[src/rtl/dispense_sequencer.sv]
// dispense_sequencer
//
// Opens the ingredient valves of the coffee machine one after another once
// the payment FSM has accepted a drink. The stages always run in the fixed
// order WATER > COFFEE > CHOC > MILK > SUGAR. Stages that the latched recipe
// does not use are skipped in zero cycles. A one-cycle DONE state then pulses
// `finished`.
//
// Ports:
//   clock        in   system clock, rising edge
//   reset        in   synchronous, active-high reset
//   start        in   one-cycle request, honoured only in IDLE
//   coffee_type  in   [2:0] drink code, sampled together with start
//   water, coffee, chocolate, milk, sugar
//                out  valve drives; at most one is high at any time
//   busy         out  high in every state except IDLE
//   finished     out  one-cycle pulse when a drink completes
//   reject       out  one-cycle pulse when start carries an invalid code
//   abort        in   (DISPENSE_ABORT_EN only) cancel a running drink
//   aborted      out  (DISPENSE_ABORT_EN only) one-cycle pulse after an abort
//
// Optional feature macro: DISPENSE_ABORT_EN adds the abort/aborted ports.
// Without the macro, a started drink always runs to completion.
//
// All outputs are registered. They are loaded from the next-state decode, so
// they line up with the state register.

module dispense_sequencer #(
    parameter int unsigned TICK_DIV = 50000,
    parameter int unsigned WATER_T  = 8,
    parameter int unsigned COFFEE_T = 3,
    parameter int unsigned CHOC_T   = 3,
    parameter int unsigned MILK_T   = 4,
    parameter int unsigned SUGAR_T  = 2
) (
    input  logic       clock,
    input  logic       reset,
    input  logic       start,
    input  logic [2:0] coffee_type,
    output logic       water,
    output logic       coffee,
    output logic       chocolate,
    output logic       milk,
    output logic       sugar,
    output logic       busy,
    output logic       finished,
`ifdef DISPENSE_ABORT_EN
    output logic       reject,
    input  logic       abort,
    output logic       aborted
`else
    output logic       reject
`endif
);

    // Stage lengths in clock cycles.
    localparam int unsigned WATER_C  = WATER_T  * TICK_DIV;
    localparam int unsigned COFFEE_C = COFFEE_T * TICK_DIV;
    localparam int unsigned CHOC_C   = CHOC_T   * TICK_DIV;
    localparam int unsigned MILK_C   = MILK_T   * TICK_DIV;
    localparam int unsigned SUGAR_C  = SUGAR_T  * TICK_DIV;

    function automatic int unsigned max2(input int unsigned a, input int unsigned b);
        max2 = (a > b) ? a : b;
    endfunction

    localparam int unsigned MAX_C = max2(max2(max2(WATER_C, COFFEE_C), max2(CHOC_C, MILK_C)), SUGAR_C);
    // The counter only ever holds (length - 1), so clog2 of the longest stage is enough.
    localparam int CNT_W = (MAX_C > 1) ? $clog2(MAX_C) : 1;

    // A zero duration or divider would make a stage impossible to time.
    generate
        if (TICK_DIV == 0 || WATER_T == 0 || COFFEE_T == 0 || CHOC_T == 0 ||
            MILK_T == 0 || SUGAR_T == 0) begin : g_param_check
            $error("dispense_sequencer: TICK_DIV and all stage lengths must be >= 1");
        end
    endgenerate

    // The stage states are numbered 1..5 so that (state - 1) is the
    // recipe bit index of that stage.
    typedef enum logic [2:0] {
        S_IDLE   = 3'd0,
        S_WATER  = 3'd1,
        S_COFFEE = 3'd2,
        S_CHOC   = 3'd3,
        S_MILK   = 3'd4,
        S_SUGAR  = 3'd5,
        S_DONE   = 3'd6
    } state_t;

    // Recipe bit map: [0] water, [1] coffee, [2] choc, [3] milk, [4] sugar.
    function automatic logic [4:0] decode_recipe(input logic [2:0] code);
        case (code)
            3'b001:  decode_recipe = 5'b10011; // black: water, coffee, sugar
            3'b010:  decode_recipe = 5'b11011; // latte: water, coffee, milk, sugar
            3'b011:  decode_recipe = 5'b01111; // mocha: water, coffee, choc, milk
            3'b100:  decode_recipe = 5'b11101; // chocolate: water, choc, milk, sugar
            default: decode_recipe = 5'b00000; // invalid
        endcase
    endfunction

    function automatic logic [CNT_W-1:0] stage_load(input state_t s);
        case (s)
            S_WATER:  stage_load = CNT_W'(WATER_C  - 1);
            S_COFFEE: stage_load = CNT_W'(COFFEE_C - 1);
            S_CHOC:   stage_load = CNT_W'(CHOC_C   - 1);
            S_MILK:   stage_load = CNT_W'(MILK_C   - 1);
            S_SUGAR:  stage_load = CNT_W'(SUGAR_C  - 1);
            default:  stage_load = '0;
        endcase
    endfunction

    state_t           r_state;
    state_t           w_state_next;
    state_t           w_following;
    logic [CNT_W-1:0] r_cnt;
    logic [CNT_W-1:0] w_cnt_next;
    logic [4:0]       r_recipe;
    logic [4:0]       w_recipe_next;
    logic [4:0]       w_valid_recipe;
    logic             w_reject_next;
    logic             w_aborted_next;
    logic             w_abort;
    logic [4:0]       r_valve;
    logic             r_busy;
    logic             r_finished;
    logic             r_reject;

`ifdef DISPENSE_ABORT_EN
    assign w_abort = abort;
`else
    assign w_abort = 1'b0;
`endif

    assign w_valid_recipe = decode_recipe(coffee_type);

    // First enabled stage after the current one, or DONE if none is left.
    // Scanning from the top down lets the lowest qualifying index win.
    always_comb begin
        int cur_idx;
        w_following = S_DONE;
        cur_idx     = int'(r_state) - 1;
        for (int i = 4; i >= 0; i--) begin
            if (i > cur_idx && r_recipe[i]) begin
                w_following = state_t'(3'(i + 1));
            end
        end
    end

    always_comb begin
        w_state_next   = r_state;
        w_cnt_next     = r_cnt;
        w_recipe_next  = r_recipe;
        w_reject_next  = 1'b0;
        w_aborted_next = 1'b0;
        case (r_state)
            S_IDLE: begin
                if (start) begin
                    if (w_valid_recipe != 5'b00000) begin
                        w_recipe_next = w_valid_recipe;
                        w_state_next  = S_WATER;
                        w_cnt_next    = stage_load(S_WATER);
                    end else begin
                        w_reject_next = 1'b1;
                    end
                end
            end
            S_WATER, S_COFFEE, S_CHOC, S_MILK, S_SUGAR: begin
                if (w_abort) begin
                    w_state_next   = S_IDLE;
                    w_cnt_next     = '0;
                    w_aborted_next = 1'b1;
                end else if (r_cnt == '0) begin
                    // The next valve opens on the same edge this one closes.
                    w_state_next = w_following;
                    w_cnt_next   = stage_load(w_following);
                end else begin
                    w_cnt_next = r_cnt - 1'b1;
                end
            end
            S_DONE: begin
                w_state_next = S_IDLE;
                w_cnt_next   = '0;
            end
            default: begin
                w_state_next = S_IDLE;
                w_cnt_next   = '0;
            end
        endcase
    end

    always_ff @(posedge clock) begin
        if (reset) begin
            r_state    <= S_IDLE;
            r_cnt      <= '0;
            r_recipe   <= '0;
            r_busy     <= 1'b0;
            r_finished <= 1'b0;
            r_reject   <= 1'b0;
        end else begin
            r_state    <= w_state_next;
            r_cnt      <= w_cnt_next;
            r_recipe   <= w_recipe_next;
            r_busy     <= (w_state_next != S_IDLE);
            r_finished <= (w_state_next == S_DONE);
            r_reject   <= w_reject_next;
        end
    end

    // One valve register per stage. Each is high exactly while the machine
    // sits in that stage, which makes two open valves impossible.
    generate
        for (genvar gi = 0; gi < 5; gi++) begin : g_valve
            always_ff @(posedge clock) begin
                if (reset) begin
                    r_valve[gi] <= 1'b0;
                end else begin
                    r_valve[gi] <= (w_state_next == state_t'(3'(gi + 1)));
                end
            end
        end
    endgenerate

`ifdef DISPENSE_ABORT_EN
    logic r_aborted;
    always_ff @(posedge clock) begin
        if (reset) begin
            r_aborted <= 1'b0;
        end else begin
            r_aborted <= w_aborted_next;
        end
    end
    assign aborted = r_aborted;
`endif

    assign water     = r_valve[0];
    assign coffee    = r_valve[1];
    assign chocolate = r_valve[2];
    assign milk      = r_valve[3];
    assign sugar     = r_valve[4];
    assign busy      = r_busy;
    assign finished  = r_finished;
    assign reject    = r_reject;

endmodule
[config.mk]
export PLATFORM = sky130hd
export DESIGN_NAME = dispense_sequencer
export DESIGN_NICKNAME = d
export VERILOG_FILES = /design/src/rtl/dispense_sequencer.sv
export SDC_FILE = /design/constraint.sdc
export NUM_CORES = 1
export LEC_CHECK = 0
export CAP_MARGIN = 40
export CELL_PAD_IN_SITES_DETAIL_PLACEMENT = 0
export CELL_PAD_IN_SITES_GLOBAL_PLACEMENT = 2
export CORE_MARGIN = 4
export CORE_UTILIZATION = 32
export CTS_CLUSTER_SIZE = 8
export DETAILED_ROUTE_END_ITERATION = 8
export HOLD_SLACK_MARGIN = 0.03
export PLACE_DENSITY_LB_ADDON = 0.3
export SETUP_SLACK_MARGIN = 0.15
export SYNTH_ARGS = -nofsm -noshare
export SYNTH_HDL_FRONTEND = slang
export SYNTH_SLANG_ARGS = --single-unit
[constraint.sdc]
create_clock -name clock -period 2.3 [get_ports clock]
set_input_delay 0.345 -clock clock [delete_from_list [all_inputs] [get_ports clock]]
set_output_delay 0.345 -clock clock [all_outputs]
set_load 0.02 [all_outputs]
==> run summary <==
STA
- **final critical-path share of the clock period** 95.03%
- **setup slack of the critical path after layout** 0.1143 ns
- **Fin Setup TNS** 0 ns
- **RSZ-0062 raised after global routing** true
- **Period minus WS final** 2.186 ns
- **Max Clock Freq** 0.4575 GHz
- **actual transition at the worst max-transition pin** 0.5044 ns
- **Setup Viol. Count Final** 0
- **relative slew slack** 66.37%
- **Final Slew Violations** 0
- **Clock Skews** 0.007034 ns
- **number of hold violations in the final report** 0

Final layout
- **non-filler cells, final** 398
- **diode insertion count for antenna repair** 0
- **Filler Cell Count** 623
- **share of final-layout standard cells stronger than drive strength 1** 31.78%
- **Area Overhead vs Synth** 40.83%
- **net count reported at finish** 335

Routing
- **number of nets with antenna violations after routing** 0
- **detailed-route wire length per cell** 15.84 um
- **number of DRC markers in iteration 0** 127
- **vias per std cell** 5.304
- **total length of routed wires** 6306 um
- **first drt pass iteration count** 4
- **DRC violations left** 0
- **total via count after detailed routing** 2111

Power
- **IR drop worst, VDD** 0.3255 mV
- **fraction of power consumed by combinational cells** 43.5%
- **proportion of power drawn by the clock network** 25.4%
- **switching fraction of total power** 36.21%
- **register share of total power** 31.1%
- **cell area power density** 756.6 mW/mm^2
- **leakage power of the design** 1.150 nW
- **Psw** 815.9 uW
- **internal power** 1.437 mW

Worst setup path
- **sort of element at the end of the critical path** register
- **endpoint arrival time on the critical path** 2.40 ns
- **Crit Path Class** register to register
- **longest individual stage delay on the worst path** 0.56 ns
- **critical path peak fanout** 8
- **data required time at the worst endpoint** 2.51 ns
- **standard cell with the maximum stage delay on the critical path** sky130_fd_sc_hd__or4_4
- **Cell Chain, Critical Path** or4_4 -> nor3_4 -> a31oi_4 -> o21ai_1 -> o31a_1 -> nor4b_2
- **startpoint types** register

Synth
- **number of synthesized flops with an enable pin** 0
- **post-synth top area share** 33.14%
- **post-synthesis sequential area ratio** 33.14%
- **ys flop type** sky130_fd_sc_hd__dfxtp_1
- **yosys warns** 0
- **number of synthesized register bits** 35
- **net count after synthesis** 279
- **largest area contributor in the netlist** sky130_fd_sc_hd__dfxtp_1
- **Area contributors post-synth** sky130_fd_sc_hd__dfxtp_1 (33%), sky130_fd_sc_hd__o21ai_0 (7.8%), sky130_fd_sc_hd__ha_1 (5.3%)
- **proportion of synthesized flip-flops having asynchronous set or reset** 0%
- **combined area of all synthesized cells** 0.002115 mm^2
- **mean post-synth cell area** 8.010 um^2
- **Cells after Synth** 264
- **number of unique standard cell types used by synthesis** 52

Clocking
- **insertion delay of the later-clocked pin in the worst-skew pair** 0.29 ns
- **Clock Tree Root** sky130_fd_sc_hd__clkbuf_8
- **clock-pin slew on the worst setup and hold paths** 0.08 ns
- **cts-stage hold buffer count** 0
- **number of buffers created by CTS** 5
- **TritonCTS clock tree** built
- **maximum root-to-sink buffer count** 2
- **number of sinks handled by clock tree synthesis** 35
- **htree depth** 2

Global routing
- **number of antenna violations at the first check in global routing** 0
- **global-route wire length before repair** 10190 um
- **gr ovfl total** 0
- **global-route total usage across every layer** 16.64%
- **pin count of the biggest net entering global routing** 22
- **number of global-route vias before repair** 2034

Place
- **number of instances in the placed design** 382
- **PortBufs** 13
- **setup slack at placement** 0.01343 ns
- **routability congestion estimate from global placement** 0.8273
- **detailed-placement wirelength estimate** 4493 um

Flow run
- **maximum capacitance violations** 0

Die
- **Die Ht** 89.29 um
- **Ports** 14
- **die span in x** 89.29 um
- **area of the die** 0.007973 mm^2
- **area of the core region** 0.006386 mm^2
- **Initial Util** 33.11%
- **Cell Rows** 29

Outcome
- **result of the run** complete, no violations

Hold path
- **kind of path behind the tightest hold check** register to register

[cell families after synthesis]
group / after synthesis / share of synthesized area, %
muxes: 2 / 0.9468
AOI/OAI and AO/OA: 91 / 26.21
adders and majority gates: 9 / 5.326
xor gates and xnor gates: 11 / 4.556
DFF: 35 / 33.14
and+or+nand+nor: 93 / 25.21
buffers and inverters: 23 / 4.615
[power groups by stage]
stage                     Sequential [mW]  Combinational [mW]  Clock, mW
final                               0.701               0.980      0.572
after global routing                0.710                1.07      0.617
after CTS                           0.699               0.841      0.588
after detailed placement            0.712               0.799          0
after global placement              0.712               0.815          0
after floorplan                     0.726               0.494          0
[Yosys cell counts, types with 2 or more instances]
cell type,count
sky130_fd_sc_hd__a21oi_1,21
sky130_fd_sc_hd__o21ai_1,2
sky130_fd_sc_hd__nor2_1,26
sky130_fd_sc_hd__nor4_1,7
sky130_fd_sc_hd__xor2_1,7
sky130_fd_sc_hd__nor3b_1,3
sky130_fd_sc_hd__o21ai_0,33
sky130_fd_sc_hd__a221oi_1,2
sky130_fd_sc_hd__clkbuf_1,9
sky130_fd_sc_hd__nor4b_1,2
sky130_fd_sc_hd__a31oi_1,7
sky130_fd_sc_hd__nand2b_1,3
sky130_fd_sc_hd__nor2b_1,2
sky130_fd_sc_hd__and2_1,3
sky130_fd_sc_hd__ha_1,9
sky130_fd_sc_hd__buf_2,3
sky130_fd_sc_hd__a22o_1,3
sky130_fd_sc_hd__a21boi_0,2
sky130_fd_sc_hd__o211ai_1,6
sky130_fd_sc_hd__a211oi_1,2
sky130_fd_sc_hd__or2_2,3
sky130_fd_sc_hd__nand3_1,5
sky130_fd_sc_hd__a31o_2,2
sky130_fd_sc_hd__or3_1,3
sky130_fd_sc_hd__nand4_1,3
sky130_fd_sc_hd__mux2i_1,2
sky130_fd_sc_hd__nand2_1,17
sky130_fd_sc_hd__nor4b_2,3
sky130_fd_sc_hd__inv_1,10
sky130_fd_sc_hd__xnor2_1,4
sky130_fd_sc_hd__and3_1,5
sky130_fd_sc_hd__dfxtp_1,35
[area by class of cell]
cell class	count	area (um^2)	share of cell area, %
Inverter	10	37.54	1.261
Clock buffer	5	68.82	2.311
Timing Repair Buffer	62	531.8	17.86
Sequential cell	35	704.4	23.66
Clock inverter	3	43.79	1.471
Tap cell	77	96.34	3.235
Multi-Input combinational cell	206	1495	50.21
[flip-flops by register name, indices dropped and copies added, names as in the netlist]
signal	cells
r_recipe	5
finished	1
coffee	1
busy	1
sugar	1
milk	1
r_state	3
r_cnt	19
water	1
reject	1
chocolate	1
[worst paths after layout]
check | endpoint | depth (start not counted) | slack, ns | start
setup / recovery | water | 6 | 0.11 | r_cnt[2]
hold / removal | r_cnt[14] | 2 | 0.49 | r_cnt[14]
setup reg to reg | water | 6 | 0.11 | r_cnt[2]
hold reg to reg | r_cnt[14] | 2 | 0.49 | r_cnt[14]
[placed cells by master (no fill, tap or decap), types with 3 or more instances in the layout]
| cell | instances |
|---|---|
| sky130_fd_sc_hd__buf_4 | 46 |
| sky130_fd_sc_hd__dfxtp_1 | 32 |
| sky130_fd_sc_hd__nor2_1 | 23 |
| sky130_fd_sc_hd__o21ai_0 | 22 |
| sky130_fd_sc_hd__a21oi_1 | 21 |
| sky130_fd_sc_hd__nand2_1 | 15 |
| sky130_fd_sc_hd__clkdlybuf4s50_1 | 13 |
| sky130_fd_sc_hd__inv_1 | 8 |
| sky130_fd_sc_hd__o21ai_1 | 8 |
| sky130_fd_sc_hd__xor2_1 | 7 |
| sky130_fd_sc_hd__ha_1 | 7 |
| sky130_fd_sc_hd__o211ai_1 | 6 |
| sky130_fd_sc_hd__nor4_1 | 5 |
| sky130_fd_sc_hd__a31oi_1 | 5 |
| sky130_fd_sc_hd__clkbuf_8 | 5 |
| sky130_fd_sc_hd__o21ai_2 | 4 |
| sky130_fd_sc_hd__xnor2_1 | 4 |
| sky130_fd_sc_hd__nor4b_2 | 4 |
| sky130_fd_sc_hd__or3_1 | 3 |
| sky130_fd_sc_hd__and3_4 | 3 |
| sky130_fd_sc_hd__or2_2 | 3 |
| sky130_fd_sc_hd__nor3b_1 | 3 |
| sky130_fd_sc_hd__nor4_2 | 3 |
| sky130_fd_sc_hd__nand2b_1 | 3 |
| sky130_fd_sc_hd__nand4_1 | 3 |
| sky130_fd_sc_hd__nand3_1 | 3 |
| sky130_fd_sc_hd__a22o_1 | 3 |
| sky130_fd_sc_hd__dfxtp_2 | 3 |
[layer usage]
layer / vias to the layer above / routed length [um] / track usage, %
met1: 995 / 3127 / 23.58
met2: 31 / 2888 / 25.79
li1: 1076 / - / -
met3: 9 / 178 / 2.765
met5: - / 0 / 0
met4: 0 / 111 / 5.142
[per-stage QoR]
stage | hold WS (ns) | instance area [um^2] | power, mW | util [%]
floorplan | 0.4481 | 2126 | 1.220 | -
global placement | 0.4704 | 2600 | 1.527 | 40.71
detailed placement | 0.4800 | 2600 | 1.511 | 40.71
CTS | 0.4983 | 2796 | 2.128 | 43.79
global route | 0.5307 | 2978 | 2.401 | 46.63
finish | 0.4927 | 2978 | 2.253 | 46.63
[worst max-delay path: cells and delay by family (launching register included)]
kind / cells / cell delay (ns)
and+or+nand+nor: 3 / 1.14
AOI/OAI and AO/OA: 3 / 0.63
DFF: 1 / 0.32
[what timing repair did]
item,CTS,global route
endpoints found under the setup margin,14,24
resized for setup,11,39
pin swaps,4,18
buffers inserted,3,4
gates cloned,0,1
No activity file was read; power rests on OpenSTA's default activity.
==> edit, RTL diff (same settings) <==
Build with the macro `DISPENSE_ABORT_EN` defined.
--- a/src/rtl/dispense_sequencer.sv
+++ b/src/rtl/dispense_sequencer.sv
@@ -26,2 +26,4 @@
 // they line up with the state register.
+
+`define DISPENSE_ABORT_EN
 
Ports: changed (added abort and aborted); port bits go from 14 to 16. No check against the original RTL was run, so the function may have changed too.
==> edit against the original RTL <==
- utilization shrank 1.0 points
- sequential power rose by 6.8%
- routed wire length rose by 13%
- total power decreased by 4.6%
- sequential cell count grew 1
- final area increased by 5.3%
- setup slack better by 0.058 ns
- largest power group unchanged
- combinational power fell by 17%
- synthesized area up 8.2%
==> edit: results (changes against the original RTL) <==
- Result of the run: complete, no violations (unchanged).
- Largest cells by area after synthesis: sky130_fd_sc_hd__dfxtp_1 32%, sky130_fd_sc_hd__a21oi_1 6.1%, sky130_fd_sc_hd__nor2_1 4.3%, sky130_fd_sc_hd__nand2_1 3.6%, sky130_fd_sc_hd__o21ai_0 2.6% (was sky130_fd_sc_hd__dfxtp_1 33%, sky130_fd_sc_hd__o21ai_0 7.8%, sky130_fd_sc_hd__ha_1 5.3%, sky130_fd_sc_hd__a21oi_1 5.0%, sky130_fd_sc_hd__nor2_1 4.6%).
- The via count of the first global-routing pass is 2162 (was 2034).
- The synthesized area per cell is 8.20 um^2 (was 8.01 um^2).
- The worst hold slack was 0.497 ns (was 0.493 ns).
- The total global routing track utilization came to 16.8% (was 16.6%).
- The data arrival at the endpoint of the critical path is 2.34 ns (was 2.40 ns).
- The peak fanout along the critical path was 6 (was 8).
- The portion of netlist area occupied by mux cells came to 0% (was 0.947%).
- The clock transition at the register clock pins on the worst setup and hold paths after CTS is 0.10 ns (was 0.08 ns).
- The leakage power figure is 1.15 nW (about the same).
- The filler-free cell count of the finished design was 431 (was 398).
- The placed wire-length estimate after detailed placement is 5.22 mm (was 4.49 mm).
- Top cell types by occurrence after synthesis: 36 x sky130_fd_sc_hd__dfxtp_1, 28 x sky130_fd_sc_hd__a21oi_1, 26 x sky130_fd_sc_hd__nor2_1 (was 35 x sky130_fd_sc_hd__dfxtp_1, 33 x sky130_fd_sc_hd__o21ai_0, 26 x sky130_fd_sc_hd__nor2_1).
- The post-synth net total is 289 (was 279).
- The worst setup slack before clock tree synthesis is -0.0707 ns (was 0.0134 ns).
- The start point of the worst min-delay path is r_cnt[16]$_SDFFE_PP0P_ (was r_cnt[14]$_SDFFE_PP0P_).
- The fraction of layout cells with a size suffix above 1 was 29.3% (was 31.8%).
- The first-pass GRT wire length was 11.3 mm (was 10.2 mm).
- The xor-xnor portion of the synthesized cell area is 3.45% (was 4.56%).
- The origin of the critical flop-to-flop path is r_state[0]$_SDFF_PP0_ (was r_cnt[2]$_SDFFE_PP0P_).
- The count of distinct cell types in the synthesized netlist is 65 (was 52).
- The final setup skew is 0.0197 ns (was 0.00703 ns).
- The later-pin clock latency in the skew report is 0.31 ns (was 0.29 ns).
- The average wire length per cell after detail routing is 16.5 um (was 15.8 um).
- The total power is 2.15 mW (was 2.25 mW).
- The adder-cell area share of the yosys netlist is 1.64% (was 5.33%).
- The maximum clock frequency is 0.470 GHz (was 0.458 GHz).
- The pin count of the biggest net entering global routing is 23 (was 22).
- The maximum cell stage delay along the critical path is 0.38 ns (was 0.56 ns).
- The power in the clock group is 0.589 mW (was 0.572 mW).
- The net count of the finished layout is 344 (was 335).
- The compound-cell area share of the yosys netlist came to 28.7% (was 26.2%).
- The count of buffers inserted at the top-level ports came to 15 (was 13).
- The proportion of power drawn by combinational gates is 37.7% (was 43.5%).
- The cell with the largest stage delay on the worst path was sky130_fd_sc_hd__dfxtp_4 (was sky130_fd_sc_hd__or4_4).
==> edit: cell types whose count changed in the layout (fill, tap and decap cells not counted), moves of 5 or more <==
cell | unedited run | this run
sky130_fd_sc_hd__a21oi_1 | 21 | 27
sky130_fd_sc_hd__nor3_1 | 1 | 9
sky130_fd_sc_hd__ha_1 | 7 | 2
sky130_fd_sc_hd__nand2_1 | 15 | 22
sky130_fd_sc_hd__nand3_1 | 3 | 10
sky130_fd_sc_hd__o21ai_0 | 22 | 12
==> edit: final cells by class <==
class                           count  area [um^2]  area share [%]
Multi-Input combinational cell    221         1620            51.8
Clock buffer                        5         68.8            2.20
Clock inverter                      3         42.5            1.36
Inverter                            9         33.8            1.08
Sequential cell                    36          729            23.3
Timing Repair Buffer               61          515            16.4
Tap cell                           96          120            3.83
==> edit: layer usage <==
layer / track usage, % / part of all wire [%] / wire length (um) / vias up
met1: 24.1 / 50 / 3560 / 1096
met3: 3.25 / 3.2 / 231 / 7
met5: 0 / 0 / 0 / -
li1: - / - / - / 1169
met2: 25.5 / 45 / 3230 / 37
met4: 4.33 / 1.3 / 96 / 0
==> edit: path summary, 6_finish.rpt <==
kind	to	depth (start not counted)
max	water$_SDFF_PP0_	9
min	r_cnt[16]$_SDFFE_PP0P_	2
max reg2reg	water$_SDFF_PP0_	9
min reg2reg	r_cnt[16]$_SDFFE_PP0P_	2
==> edit: cell families (layout without fill, tap and decap cells) <==
kind of cell	Yosys count	in the layout
flip-flops	36	36
AO/OA/AOI/OAI	96	96
buffers and inverters	22	78
AND/OR/NAND/NOR	113	113
XOR/XNOR	9	9
adder cells (fa/ha/maj)	3	3
==> edit: what timing repair did <==
item | 4_1_cts | 5_1_grt
endpoints found under the setup margin | 7 | 15
pin swaps | 4 | 11
gates resized for setup | 7 | 19
buffers inserted | 1 | 8
hold buffers | 0 | 0
